[config.mk]
export PLATFORM = sky130hd
export DESIGN_NAME = life_next_state_engine_flat
export DESIGN_NICKNAME = d
export VERILOG_FILES = /design/src/rtl/life_next_state_engine_if.sv /design/src/rtl/life_next_state_engine.sv /design/src/flat_wrapper.sv
export SDC_FILE = /design/constraint.sdc
export NUM_CORES = 1
export LEC_CHECK = 0
export ABC_AREA = 1
export BUFFER_PORTS_ARGS = -buffer_cell sky130_fd_sc_hd__buf_4
export CORE_UTILIZATION = 47
export DETAILED_ROUTE_END_ITERATION = 8
export PLACE_DENSITY = 0.78
export REMOVE_ABC_BUFFERS = 1
export SYNTH_ARGS = -nofsm -noshare
export SYNTH_HDL_FRONTEND = slang
export SYNTH_SLANG_ARGS = --single-unit
export TNS_END_PERCENT = 1
[constraint.sdc]
create_clock -name clk -period 2.3 [get_ports clk]
set_input_delay 0.46 -clock clk [delete_from_list [all_inputs] [get_ports clk]]
set_output_delay 0.46 -clock clk [all_outputs]
set_load 0.05 [all_outputs]
[src/rtl/life_next_state_engine_if.sv]
// Bus between the Game of Life scan/rule engine and its neighbour-fetch stage,
// next-screen buffer and control. LIFE_RULE_PROG_EN adds the rule mask inputs.
interface life_next_state_engine_if #(
  parameter int unsigned X_W   = 7,
  parameter int unsigned Y_W   = 6,
  parameter int unsigned CNT_W = 13,
  parameter int unsigned GEN_W = 16
);
  logic             start;
  logic [X_W-1:0]   x;
  logic [Y_W-1:0]   y;
  logic             cell_in;
  logic [3:0]       sum_neighbours;
  logic             next_we;
  logic [X_W-1:0]   next_x;
  logic [Y_W-1:0]   next_y;
  logic             next_cell;
  logic             busy;
  logic             done;
  logic [CNT_W-1:0] live_count;
  logic [GEN_W-1:0] generation;
`ifdef LIFE_RULE_PROG_EN
  logic [8:0]       birth_mask;
  logic [8:0]       survive_mask;

  modport master (
    input  start, cell_in, sum_neighbours, birth_mask, survive_mask,
    output x, y, next_we, next_x, next_y, next_cell, busy, done, live_count, generation
  );
  modport slave (
    output start, cell_in, sum_neighbours, birth_mask, survive_mask,
    input  x, y, next_we, next_x, next_y, next_cell, busy, done, live_count, generation
  );
`else
  modport master (
    input  start, cell_in, sum_neighbours,
    output x, y, next_we, next_x, next_y, next_cell, busy, done, live_count, generation
  );
  modport slave (
    output start, cell_in, sum_neighbours,
    input  x, y, next_we, next_x, next_y, next_cell, busy, done, live_count, generation
  );
`endif
endinterface

[src/rtl/life_next_state_engine.sv]
// Raster-scans one Game of Life generation, applies the life rule to the registered
// neighbour sum and writes the next screen. LIFE_RULE_PROG_EN enables programmable B/S masks.
module life_next_state_engine #(
  parameter int unsigned MAX_i = 79,
  parameter int unsigned MAX_j = 59,
  parameter int unsigned X_W   = 7,
  parameter int unsigned Y_W   = 6,
  parameter int unsigned CNT_W = 13,
  parameter int unsigned GEN_W = 16
) (
  input  logic                     clk,
  input  logic                     rst,
  life_next_state_engine_if.master bus
);
  localparam logic [1:0] S_IDLE  = 2'd0;
  localparam logic [1:0] S_SCAN  = 2'd1;
  localparam logic [1:0] S_DRAIN = 2'd2;
  localparam logic [1:0] S_DONE  = 2'd3;

  localparam logic [X_W-1:0] LP_MAX_X = X_W'(MAX_i);
  localparam logic [Y_W-1:0] LP_MAX_Y = Y_W'(MAX_j);

  logic [1:0]       r_state;
  logic [X_W-1:0]   r_x;
  logic [Y_W-1:0]   r_y;
  logic [X_W-1:0]   r_next_x;
  logic [Y_W-1:0]   r_next_y;
  logic             r_we;
  logic [CNT_W-1:0] r_count;
  logic [CNT_W-1:0] r_live_count;
  logic [GEN_W-1:0] r_generation;
  logic             w_rule;
  logic             w_next_cell;
  logic [CNT_W-1:0] w_count_next;

`ifdef LIFE_RULE_PROG_EN
  logic [8:0] r_birth;
  logic [8:0] r_survive;

  always_comb begin
    w_rule = 1'b0;
    if (bus.sum_neighbours <= 4'd8)
      w_rule = bus.cell_in ? r_survive[bus.sum_neighbours] : r_birth[bus.sum_neighbours];
  end
`else
  always_comb begin
    w_rule = (bus.sum_neighbours == 4'd3) | (bus.cell_in & (bus.sum_neighbours == 4'd2));
  end
`endif

  // cell_in/sum_neighbours arrive in the same cycle as the registered write strobe
  assign w_next_cell  = r_we & w_rule;
  assign w_count_next = r_count + CNT_W'(w_next_cell);

  always_ff @(posedge clk) begin
    if (rst) begin
      r_state      <= S_IDLE;
      r_x          <= '0;
      r_y          <= '0;
      r_next_x     <= '0;
      r_next_y     <= '0;
      r_we         <= 1'b0;
      r_count      <= '0;
      r_live_count <= '0;
      r_generation <= '0;
`ifdef LIFE_RULE_PROG_EN
      r_birth      <= '0;
      r_survive    <= '0;
`endif
    end else begin
      r_we     <= (r_state == S_SCAN);
      r_next_x <= r_x;
      r_next_y <= r_y;
      if (r_we)
        r_count <= w_count_next;

      case (r_state)
        S_IDLE: begin
          if (bus.start) begin
            r_x     <= '0;
            r_y     <= '0;
            r_count <= '0;
            r_state <= S_SCAN;
`ifdef LIFE_RULE_PROG_EN
            r_birth   <= bus.birth_mask;
            r_survive <= bus.survive_mask;
`endif
          end
        end
        S_SCAN: begin
          if (r_x == LP_MAX_X) begin
            if (r_y == LP_MAX_Y) begin
              r_state <= S_DRAIN;
            end else begin
              r_x <= '0;
              r_y <= r_y + Y_W'(1);
            end
          end else begin
            r_x <= r_x + X_W'(1);
          end
        end
        // last write is in flight here; fold it into the published count
        S_DRAIN: begin
          r_live_count <= w_count_next;
          r_generation <= r_generation + GEN_W'(1);
          r_state      <= S_DONE;
        end
        default: begin
          r_state <= S_IDLE;
        end
      endcase
    end
  end

  assign bus.x          = r_x;
  assign bus.y          = r_y;
  assign bus.next_we    = r_we;
  assign bus.next_x     = r_next_x;
  assign bus.next_y     = r_next_y;
  assign bus.next_cell  = w_next_cell;
  assign bus.busy       = (r_state == S_SCAN) || (r_state == S_DRAIN);
  assign bus.done       = (r_state == S_DONE);
  assign bus.live_count = r_live_count;
  assign bus.generation = r_generation;

endmodule

[src/flat_wrapper.sv]
// flat-port wrapper written by rule: the top's interface ports become plain ports
module life_next_state_engine_flat 
#(
  parameter int unsigned MAX_i = 79,
  parameter int unsigned MAX_j = 59,
  parameter int unsigned X_W   = 7,
  parameter int unsigned Y_W   = 6,
  parameter int unsigned CNT_W = 13,
  parameter int unsigned GEN_W = 16
)
  (clk, rst, bus_start, bus_cell_in, bus_sum_neighbours, bus_x, bus_y, bus_next_we, bus_next_x, bus_next_y, bus_next_cell, bus_busy, bus_done, bus_live_count, bus_generation);
  life_next_state_engine_if #(.X_W(X_W), .Y_W(Y_W), .CNT_W(CNT_W), .GEN_W(GEN_W)) bus_i ();
  input  logic clk;
  input  logic rst;
  input wire logic [$bits(bus_i.start)-1:0] bus_start;
  input wire logic [$bits(bus_i.cell_in)-1:0] bus_cell_in;
  input wire logic [$bits(bus_i.sum_neighbours)-1:0] bus_sum_neighbours;
  output wire logic [$bits(bus_i.x)-1:0] bus_x;
  output wire logic [$bits(bus_i.y)-1:0] bus_y;
  output wire logic [$bits(bus_i.next_we)-1:0] bus_next_we;
  output wire logic [$bits(bus_i.next_x)-1:0] bus_next_x;
  output wire logic [$bits(bus_i.next_y)-1:0] bus_next_y;
  output wire logic [$bits(bus_i.next_cell)-1:0] bus_next_cell;
  output wire logic [$bits(bus_i.busy)-1:0] bus_busy;
  output wire logic [$bits(bus_i.done)-1:0] bus_done;
  output wire logic [$bits(bus_i.live_count)-1:0] bus_live_count;
  output wire logic [$bits(bus_i.generation)-1:0] bus_generation;
  assign bus_i.start = bus_start;
  assign bus_i.cell_in = bus_cell_in;
  assign bus_i.sum_neighbours = bus_sum_neighbours;
  assign bus_x = bus_i.x;
  assign bus_y = bus_i.y;
  assign bus_next_we = bus_i.next_we;
  assign bus_next_x = bus_i.next_x;
  assign bus_next_y = bus_i.next_y;
  assign bus_next_cell = bus_i.next_cell;
  assign bus_busy = bus_i.busy;
  assign bus_done = bus_i.done;
  assign bus_live_count = bus_i.live_count;
  assign bus_generation = bus_i.generation;
  life_next_state_engine #(.MAX_i(MAX_i), .MAX_j(MAX_j), .X_W(X_W), .Y_W(Y_W), .CNT_W(CNT_W), .GEN_W(GEN_W)) u_core (.clk(clk), .rst(rst), .bus(bus_i));
endmodule
==> flow_summary.ini <==
[layout]
finalNonFillerCells = 640
num_antenna_cells = 0
area_growth_pct = 26.1
ff_latch_area_um2 = 1420
fin_nets = 557
multi_input_area_um2 = 1580
nFillCells = 638
fin_util_pct = 61.7
layout-drive-gt1-share_pct = 19.1

[logic_synthesis]
postSynthCellCount = 471
ys_ff_latch = 71
syn_area_per_cell_um2 = 7.09
synth_cell_type_count = 32
yosys_warnings = 0
ys_seq_area_share_pct = 42.5
syn_area_um2 = 3340

[clock_network]
tritoncts = done
clockRootBuffer = clkbuf_8
clkLatencyLatePin_ps = 340
clk_pin_slew_worst_paths_ps = 70
cts_sinks = 71
cts_buffer_depth = 2
htreeDepth = 3
cts_buffers = 9
ctsHoldBuffers = 0

[drt]
wl_met2_mm = 3.71
vias = 3213
drtAntennaViolNets = 0
top_layer_used = met4
drt_iter0_drc = 120
drtPass1Iterations = 5
met1_length_mm = 3.45
via_per_inst = 5.02
drc = 0
wl_per_cell_um = 11.9
routed_wl_mm = 7.61
wl_met3_um = 336

[worst_setup_path]
crit_slowest_cell = dfxtp_1
worstPathArrival_ps = 2290
path_max_fanout = 3
cp-end-kind = flip-flop
r2r_start = u_core.bus.next_we
r2r_setup_slack_ps = 250
r2r_cells = 13
path_depth = 13
cpLargestDelayFamily = simple AND/OR/NAND/NOR gates
path_class = reg -> reg
rr_endpoint = u_core.r_count[12]
required_ps = 2540
slowest_delay_ps = 360
worst_setup_path_start_kind = flip-flop
crit_top_cell = nand2_1
crit_buf_inv = 2
worstPathCellList = nand2_1 -> nor4_4 -> ha_1 -> ha_1 -> nand3_1 -> nor2_1 -> nand2_1 -> inv_1 -> nand2_1 -> nand2_1 -> nand3_1 -> nand2_1 -> inv_1

[outcome]
outcome = finished clean

[timing]
rsz0062_at_grt = no
tightestPinTransition_ps = 547
slew_headroom_pct = 63.5
period_needed_ps = 2050
finalSetupViolCount = 0
slew_violations = 0
hold_slack_ps = 467
worst_clock_skew_ps = 7.95
fmax_mhz = 489
hold_viol_final = 0
setup_ws_ps = 253
finalCritPeriodShare_pct = 89.0

[placed_design]
place_ws_ps = -20.8
place_congestion = 0.847
io_buffer_count = 66
detailed_place_hpwl_mm = 5.34
placed_cells = 624

[pwr]
power_density_nw_per_um2 = 1020
p_leak_uw = 0.00194
vdd_drop_max_uv = 596

[hold_path]
worstHoldPathType = in -> reg
worstHoldStart = bus_start
holdPathStages = 4
hold_end = u_core.r_count[10]

[run]
maxCapViolations = 0

[global_route]
grt_max_degree = 39
antenna_found_initial = 0
grt.overflow.total = 0
grt_pass1_wl_mm = 13.0
grt_pass1_vias = 2930
grt_usage_pct = 21.8

[die]
die_area_um2 = 7450
core_um2 = 6830
row_count = 30
initial_core_util_pct = 48.9
die_h_um = 86.3
die_w_um = 86.3
io_pins = 67
power by group:
group,switching (uW),total [uW],internal (uW)
Sequential,113,1490,1380
Combinational,1010,1430,421
Clock,486,1380,890
synth_stat cells:
master	instances	area, um2
ha_1	10	125
dfxtp_1	71	1420
o21ai_0	29	145
nand4_1	7	43.8
inv_2	1	3.75
xnor2_1	2	17.5
nand2_1	79	297
buf_4	1	7.51
nand2_2	1	6.26
a31oi_1	1	6.26
nand3_1	34	170
nor3_2	1	10.0
nor2_4	2	22.5
o21ai_1	1	5.00
o21ai_4	1	16.3
nand3b_1	1	7.51
nand3_2	6	60.1
o21bai_1	1	7.51
buf_2	3	15.0
xor2_1	9	78.8
nor2_1	78	293
inv_1	74	278
o21ai_2	1	8.76
or2_2	1	6.26
buf_1	3	11.3
clkbuf_1	5	18.8
nor3_1	10	50.1
o211ai_1	1	7.51
a21oi_1	32	160
nor2_2	2	12.5
nor4_1	1	6.26
buf_6	2	22.5
layout by cell type (no fill, tap or decap), types with 9 or more instances in the layout:
| cell | instances |
|---|---|
| a21oi_1 | 32 |
| buf_4 | 71 |
| clkbuf_8 | 11 |
| dfxtp_1 | 71 |
| ha_1 | 10 |
| inv_1 | 74 |
| nand2_1 | 79 |
| nand3_1 | 34 |
| nor2_1 | 78 |
| nor3_1 | 10 |
| o21ai_0 | 29 |
| xor2_1 | 9 |
flip-flops by register name, indices dropped and copies added (netlist names):
signal and cells:
u_core.r_state 2, u_core.bus.next_y 6, u_core.bus.next_x 7, u_core.bus.y 6
u_core.bus.generation 16, u_core.bus.next_we 1, u_core.r_count 13, u_core.bus.x 7
u_core.bus.live_count 13
cell families (layout without fill, tap and decap cells):
logic type	count (synthesis)	after routing	synth area share, %
AND/OR/NAND/NOR	223	223	29.5
XOR/XNOR	11	11	2.88
adder cells (fa/ha/maj)	10	10	3.75
flip-flops	71	71	42.5
AO/OA/AOI/OAI	67	67	10.7
buffers and inverters	89	162	10.7
worst max path at each step:
stage / endpoint / slack (ps) / start
2_1_floorplan: u_core.r_count[12] / -1590 / u_core.bus.next_we
3_3_place_gp: u_core.r_count[12] / 70 / bus_sum_neighbours[3]
3_5_place_dp: u_core.r_count[12] / -20 / bus_sum_neighbours[3]
4_1_cts: u_core.r_count[12] / 160 / u_core.bus.next_we
5_1_grt: u_core.bus.live_count[12] / 20 / u_core.bus.next_we
6_report: u_core.r_count[12] / 250 / u_core.bus.next_we
stage by stage:
| step | power (uW) | TNS [ps] | instance area (um2) |
|---|---|---|---|
| CTS | 4320 | 0 | 4200 |
| global placement | 2910 | 0 | 3920 |
| floorplan | 2520 | -34180 | 3270 |
| finish | 4300 | 0 | 4210 |
| global route | 4510 | 0 | 4210 |
| detailed placement | 2950 | -33.7 | 3920 |
layout make-up:
cell class,count,area share (%)
inverter,75,6.68
clock inverter,5,3.03
sequential,71,33.7
tap,96,2.85
multi-input combinational,311,37.5
clock buffer,11,3.59
timing repair buffer,71,12.7
per-layer routing:
metal  vias up  GRT usage [%]
met3        12           3.71
met5         -              0
li1       1618              -
met2        88           37.4
met1      1495           27.0
met4         0           9.39
worst register-to-register path, stage by stage, from the launching register on:
cell and delay (ps):
dfxtp_1 360, nand2_1 90, nor4_4 240, ha_1 230, ha_1 190, nand3_1 120, nor2_1 170, nand2_1 130
inv_1 120, nand2_1 70, nand2_1 80, nand3_1 80, nand2_1 60, inv_1 30
what timing repair did:
item | 4_1_cts | 5_1_grt
resized for setup | 0 | 2
endpoints found under the setup margin | 0 | 6
buffers inserted | 0 | 0
No activity file was read; power rests on OpenSTA's default activity.
